`config.mk`:
```
export PLATFORM = sky130hd
export DESIGN_NAME = hsync_fifo
export DESIGN_NICKNAME = d
export VERILOG_FILES = /design/src/rtl/hsync_fifo.sv
export SDC_FILE = /design/constraint.sdc
export NUM_CORES = 1
export LEC_CHECK = 0
export ABC_AREA = 1
export CORE_UTILIZATION = 55
export CTS_CLUSTER_DIAMETER = 60
export DETAILED_ROUTE_END_ITERATION = 7
export MAX_ROUTING_LAYER = met4
export PLACE_DENSITY = 0.78
export SLEW_MARGIN = 20
export SYNTH_ARGS = -nofsm -noshare
export SYNTH_HDL_FRONTEND = slang
export SYNTH_SLANG_ARGS = --single-unit
```
`constraint.sdc`:
```
create_clock -name clk -period 2.46 [get_ports clk]
set_clock_uncertainty 0.15 [all_clocks]
set_input_delay 0.246 -clock clk [delete_from_list [all_inputs] [get_ports clk]]
set_output_delay 0.246 -clock clk [all_outputs]
set_load 0.005 [all_outputs]
```
`src/rtl/hsync_fifo.sv`:
```
// hsync_fifo: clocked multi-entry FIFO that accepts 4-phase bundled-data
// tokens on the input channel and re-issues them as 4-phase tokens on the
// output channel. r_i and a_o may come from unclocked logic and are
// synchronised into clk by SYNC flops (SYNC=0 means already synchronous).
// Optional feature: define HSYNC_FIFO_LEVEL_EN to expose the occupancy as
// `level` and the full flag as `full_o`.
module hsync_fifo #(
    parameter int   N        = 1,
    parameter int   DEPTH    = 4,
    parameter int   SYNC     = 2,
    parameter logic RdataVal = 1'b0
) (
    input  logic                   clk,
    input  logic                   rst,
    input  logic                   r_i,
    output logic                   a_i,
    input  logic [N-1:0]           d_i,
    output logic                   r_o,
    input  logic                   a_o,
    output logic [N-1:0]           d_o
`ifdef HSYNC_FIFO_LEVEL_EN
    ,
    output logic [$clog2(DEPTH):0] level,
    output logic                   full_o
`endif
);

    localparam int           AW       = $clog2(DEPTH);
    localparam int           CW       = AW + 1;
    localparam logic [N-1:0] RST_WORD = {N{RdataVal}};

    typedef enum logic       {IN_IDLE, IN_ACK} in_state_t;
    typedef enum logic [1:0] {OUT_IDLE, OUT_SETUP, OUT_REQ, OUT_RTZ} out_state_t;

    logic          r_s, ao_s;
    in_state_t     in_state_q;
    out_state_t    out_state_q;
    logic          a_i_q, r_o_q;
    logic [N-1:0]  d_o_q;
    logic [N-1:0]  mem_q [DEPTH];
    logic [AW-1:0] wr_ptr_q, rd_ptr_q;
    logic [CW-1:0] count_q, count_d;
    logic          full, empty, push, pop;

    generate
        if (SYNC == 0) begin : g_nosync
            assign r_s  = r_i;
            assign ao_s = a_o;
        end else begin : g_sync
            logic [SYNC-1:0] r_sync_q, a_sync_q;

            // Plain flop chains bringing the request/acknowledge into clk
            always_ff @(posedge clk or posedge rst) begin
                if (rst) begin
                    r_sync_q <= '0;
                    a_sync_q <= '0;
                end else begin
                    r_sync_q[0] <= r_i;
                    a_sync_q[0] <= a_o;
                    for (int i = 1; i < SYNC; i++) begin
                        r_sync_q[i] <= r_sync_q[i-1];
                        a_sync_q[i] <= a_sync_q[i-1];
                    end
                end
            end

            assign r_s  = r_sync_q[SYNC-1];
            assign ao_s = a_sync_q[SYNC-1];
        end
    endgenerate

    assign full  = (count_q == CW'(DEPTH));
    assign empty = (count_q == '0);
    // A full FIFO never acknowledges, so there is no overflow path at all.
    assign push  = (in_state_q == IN_IDLE) && r_s && !full;
    // The slot is only released on the observed acknowledge, never earlier.
    assign pop   = (out_state_q == OUT_REQ) && ao_s;

    // Occupancy next state; push and pop together cancel out
    always_comb begin
        count_d = count_q + CW'(push) - CW'(pop);
    end

    // Occupancy register
    always_ff @(posedge clk or posedge rst) begin
        if (rst) count_q <= '0;
        else     count_q <= count_d;
    end

    // Input-channel FSM: write on accepted request, hold a_i until r_s drops
    always_ff @(posedge clk or posedge rst) begin
        if (rst) begin
            in_state_q <= IN_IDLE;
            a_i_q      <= 1'b0;
            wr_ptr_q   <= '0;
            for (int i = 0; i < DEPTH; i++) mem_q[i] <= RST_WORD;
        end else begin
            case (in_state_q)
                IN_IDLE: begin
                    if (push) begin
                        mem_q[wr_ptr_q] <= d_i;
                        wr_ptr_q        <= wr_ptr_q + AW'(1);
                        a_i_q           <= 1'b1;
                        in_state_q      <= IN_ACK;
                    end
                end
                IN_ACK: begin
                    if (!r_s) begin
                        a_i_q      <= 1'b0;
                        in_state_q <= IN_IDLE;
                    end
                end
                default: in_state_q <= IN_IDLE;
            endcase
        end
    end

    // Output-channel FSM: load d_o, give it a setup cycle, then raise r_o
    always_ff @(posedge clk or posedge rst) begin
        if (rst) begin
            out_state_q <= OUT_IDLE;
            r_o_q       <= 1'b0;
            d_o_q       <= RST_WORD;
            rd_ptr_q    <= '0;
        end else begin
            case (out_state_q)
                OUT_IDLE: begin
                    // Waiting for ao_s low also covers a reset mid-handshake.
                    if (!empty && !ao_s) begin
                        d_o_q       <= mem_q[rd_ptr_q];
                        out_state_q <= OUT_SETUP;
                    end
                end
                OUT_SETUP: begin
                    r_o_q       <= 1'b1;
                    out_state_q <= OUT_REQ;
                end
                OUT_REQ: begin
                    if (ao_s) begin
                        rd_ptr_q    <= rd_ptr_q + AW'(1);
                        r_o_q       <= 1'b0;
                        out_state_q <= OUT_RTZ;
                    end
                end
                OUT_RTZ: begin
                    if (!ao_s) out_state_q <= OUT_IDLE;
                end
                default: out_state_q <= OUT_IDLE;
            endcase
        end
    end

    assign a_i = a_i_q;
    assign r_o = r_o_q;
    assign d_o = d_o_q;

`ifdef HSYNC_FIFO_LEVEL_EN
    assign level  = count_q;
    assign full_o = full;
`endif

endmodule
```
[Yosys cells after proc, flatten, opt, wreduce, memory -nomap -nowiden]
Index checks and enable logic that the tools add are counted.
Operators by class
  $add $sub $neg: 4
  $mul: 0
  divide/modulo/power cells: 0
  $lt $le $gt $ge: 3
  eq/ne operators: 9
  shift-type cells: 0
  multiplexer cells: 18
  bitwise gates (word level): 3
  reductions and logical operators: 17
Operator list (count)
  != test 2 bit (second input constant): 5
  AND reduction 2 bit: 5
  two-way mux 1 bit: 8
  one-hot mux 2 bit (4 select lines): 1
  greater-or-equal comparator 3 bit (second input constant): 2
  two-way mux 2 bit: 3
  inverter 2 -> 3 bit: 2
  one-hot mux 1 bit (2 select lines): 3
  logical AND 1 bit: 5
  adder 2 x 1 -> 2 bit (second input constant): 2
  bitwise mux 4 bit: 1
  == test 2 bit (second input constant): 2
  adder 3 x 1 -> 3 bit: 1
  == test 3 bit (second input constant): 1
  logical NOT 1 bit: 3
  logical NOT 3 bit: 1
  < comparator 3 x 1 -> 1 bit (second input constant): 1
  AND reduction 3 bit: 1
  subtractor 3 x 1 -> 3 bit: 1
  binary-select mux 1 bit (select 2 bit): 1
  demux 1 bit (select 2 bit): 1
  == test 2 x 1 -> 1 bit (second input constant): 1
  logical NOT 2 bit: 1
  nonzero test 2 bit: 1
  inverter 1 bit: 1
Storage, ports and cells
  flip-flop bits (word level): 21
  bits in latches: 0
  bits in writable memories: 0
  memory bits (read-only): 0
  input port bits: 5
  logic and storage cells: 68
  memories: 0

[Logic depth before layout (Yosys ltp)]
  depth after elaboration: 6
  mapped depth: 10
  depth with buffers taken out: 10

[Worst setup path after synthesis]
No wires, ideal clock.
  kind: register to register
  start: register out_state_q[0]
  end: register count_q[2]
  setup time: 129 ps
  arrival: 1751 ps
  data required time: 2181 ps
  setup slack: 430 ps
  stages on the path, launching flop included: 11
  path buffers: 0
  period minus slack after synthesis: 2030 ps
  cells stage by stage: dfrtp_1 -> inv_1 -> ha_1 -> nand2_1 -> inv_1 -> nand2_1 -> nand2_1 -> ha_1 -> fa_1 -> xnor2_1 -> xor2_1
Between the ends
  word-level cells in the longest chain between the ends: 3
Ends and longest elaborated chain
  from (decl): line 37  | out_state_t out_state_q;
  from (signal assigned): line 121  | out_state_q <= OUT_IDLE;
  from (signal assigned): line 131  | out_state_q <= OUT_SETUP;
  from (signal assigned): line 136  | out_state_q <= OUT_REQ;
  == test 2 bit: line 77  | assign pop = (out_state_q == OUT_REQ) && ao_s;
  logical AND 1 bit: line 77
  subtractor 3 x 1 -> 3 bit: line 81  | count_d = count_q + CW'(push) - CW'(pop);
  named net count_d[2]: line 42  | logic [CW-1:0] count_q, count_d;
  to (signal assigned): line 87  | else count_q <= count_d;
  to (decl): line 42
The timed path passes the listed nets, and every way through them passes these cells.
A chain may end at the register's enable or synchronous reset.

[Worst setup path after layout]
Same ends and word-level chain as after synthesis.

==> metrics.md <==
| Metric | Value |
|---|---|
| Status | finished, final reports clean |
| Final Hold Fails | 0 |
| Max Slew Vio Count | 0 |
| Synth Flop Type | dfrtp_1 |
| PwrDens | 1180 nW/um^2 |
| Clock Power Share | between 10% and 20% |
| Chip Height | ~45 um |
| CP max stage delay | 0.41 ns |
| Sequence of cells on the critical path | inv_1 > ha_1 > nand2_1 > inv_1 > nand2_1 > nand2_1 > ha_1 > fa_1 > xnor2_1 > xor2_1 |
| CTS tree | done |
| Count leader, synth | nand2_1 |
| R2r setup slk | 0.22 ns |
| Area contributors post-synth | dfrtp_1 51%, ha_1 11%, nand2_1 8.1%, inv_1 7.7%, nor2_1 2.6% |
| DP HPWL | 1.27 mm |
| Switching share of power | 40.1% |
| Gr usage total | 19.7% |
| Synth Register Bits | 21 |
| Clock sinks | 21 |
| DIE WIDTH | 45.2 um |
| Initial DRC count | 5 |
| H-tree levels | 1 |
| Syn_nets | ~120 |
| Static leakage | 0.000596 uW |
| Row count | 15 |
| Drt wl/cell | 11.1 um |
| Vias per inst | roughly 4.8 |
| Number of global-route vias before repair | 693 |
| Design internal power | just over 800 uW |
| Synth cell count leaders | 22 x nand2_1, 21 x dfrtp_1, 21 x inv_1 |
| Clk slew on worst S/H paths | 0.12 ns |
| Final instance area | between 1000 and 1500 sq um |
| Setup violators final | 0 |
| Max FO, Critical Path | 4 |
| Register-to-Register Path Depth | 10 |
| Reg2reg end | count_q[2] |
| Unrepaired setup endpoints after global routing | no |
| Hold WC Path Type | input port to async pin |
| Grt ovf | 0 |
| Area share of the largest cell type after synthesis | 51.3% |
| Fraction of layout cells with a size suffix above 1 | 9.17% |
| Worst slew margin | 49.2% |
| N_diodes | 0 |
| Drt pass-1 iters | 3 |
| # IOs | 8 |
| Max frequency | between 0.4 and 0.5 GHz |
| Total wire length | 1.60 mm |
| Part of the power in registers | 44.3% |
| Critical Path Sink Type | flop |
| Hold-fix buffers, CTS | 0 |
| TritonCTS buffer count | 3 |
| Synth Warn # | 0 |
| Final nets | 136 |
| Syn Area/Cell | 9.40 sq um |
| Via count | 691 |
| Hold WS | 0.206 ns |
| Core outline area | 1750 sq um |
| Worst R2R Start | out_state_q[0] |
| Buffer count from post-CTS setup fixing | 0 |
| Max-Cap Viols | 0 |
| Port bufs | 7 |
| WP buf/inv | 2 |
| Setup_tns | 0 ns |
| Residual DRC | 0 |
| Max VDD drop | 0.753 mV |
| Clk Latency, worst-skew pair | around 0.31 ns |
| Clock tree buffer depth | 2 |
| CP required | 2.51 ns |
| Total power | about 1400 uW |
| Worst path arrival time | 2.28 ns |
| Post_cts resized | 0 |
| Syn Inst Count | ~110 |
| Fin crit period | 2.24 ns |
| Die ar. | about 2000 sq um |
| Leading area contributor after synthesis | dfrtp_1 |
| Post-synth cell types | 18 |
| Period utilization | 90.9% |
| Clock Tree Root | clkbuf_4 |
| RD Place Congestion | ~0.8 |
| Post-DP Area | 1130 sq um |
| Antenna violation net count after detailed routing | 0 |
| Seq/Total Area, Yosys | around half |
| Crit path launch type | flop |
| Area Overhead vs Synth | 12.5% |
| Cell mode on critical path | nand2_1 |
| Starting Density | 58.7% |
| NetSw | 547 uW |
| Largest net degree at the start of global routing | 22 |
| First-pass GRT wire length | 2.75 mm |
| Worst-Margin Slew | around 0.76 ns |
| CP max stage cell | dfrtp_1 |
| FFs w/ async S/R, synth | 100% |
| Crit Path Category | flop to flop |
| Combinational power share | 43.4% |
| Cell family with most CP delay | adder cells |
| Post-Syn Area | 1020 sq um |
| Number of synthesized flops with an enable pin | 0 |
| Initial antenna violation count | 0 |
[per-layer routing]
metal	routed length (um)	GRT usage, %
met5	0	-
met4	30	11.5
met3	33	2.40
met2	826	32.2
met1	712	23.3
[cells in the final DEF (no fill, tap or decap)]
cell	count
nand3_1	3
clkbuf_1	1
xor2_1	3
clkdlybuf4s50_1	7
nor2_2	4
dfrtp_1	21
nor2_1	7
inv_1	21
a21oi_1	4
clkbuf_4	3
fa_1	1
ha_1	9
nor2_4	1
o21ai_1	3
nand2_2	2
nand4_1	1
o211ai_1	1
nand2_1	22
o21ai_0	4
nand2_4	1
xnor2_1	1
[flip-flops by register name, indices dropped and copies added, names as in the netlist]
| name | flops |
|---|---|
| mem_q | 4 |
| count_q | 3 |
| g_sync.a_sync_q | 2 |
| g_sync.r_sync_q | 2 |
| out_state_q | 2 |
| rd_ptr_q | 2 |
| wr_ptr_q | 2 |
| a_i | 1 |
| d_o | 1 |
| in_state_q | 1 |
| r_o | 1 |
[kinds of logic after synthesis]
kind of cell	Yosys count	share of synthesized area, %
simple gates	41	18.6
buf+inv	21	7.69
flops	21	51.3
fa+ha+maj	10	12.9
compound gates	12	6.11
xor+xnor	4	3.42
[through the flow]
step / utilization, % / setup WS, ns / instances
2_1_floorplan: - / 0.430 / 109
3_3_place_gp: 64.5 / 0.389 / 141
3_5_place_dp: 64.5 / 0.256 / 141
4_1_cts: 66.0 / 0.224 / 145
5_1_grt: 66.0 / 0.109 / 145
6_report: 66.0 / 0.224 / 145
[layout make-up]
class                      count  area (sq um)
clock buffer                   4          26.3
fill                         166           593
inverter                      21          78.8
multi-input combinational     67           420
sequential                    21           526
tap                           25          31.3
timing repair buffer           7          70.1
[power groups by stage]
stage / Sequential (uW) / Combinational (uW) / Clock [uW]
after floorplan: 590 / 442 / 0
after CTS: 605 / 608 / 172
after detailed placement: 614 / 603 / 0
after global placement: 602 / 564 / 0
final: 604 / 592 / 168
after global routing: 619 / 688 / 182
[how the worst max path moves through the flow]
stage	start	endpoint	slack (ns)	cells after the start
2_1_floorplan	out_state_q[0]	count_q[2]	0.43	10
3_3_place_gp	out_state_q[0]	count_q[2]	0.39	10
3_5_place_dp	out_state_q[0]	count_q[2]	0.26	10
4_1_cts	out_state_q[0]	count_q[2]	0.22	10
5_1_grt	out_state_q[0]	count_q[2]	0.11	10
6_report	out_state_q[0]	count_q[2]	0.22	10
No activity file was read; power rests on OpenSTA's default activity.
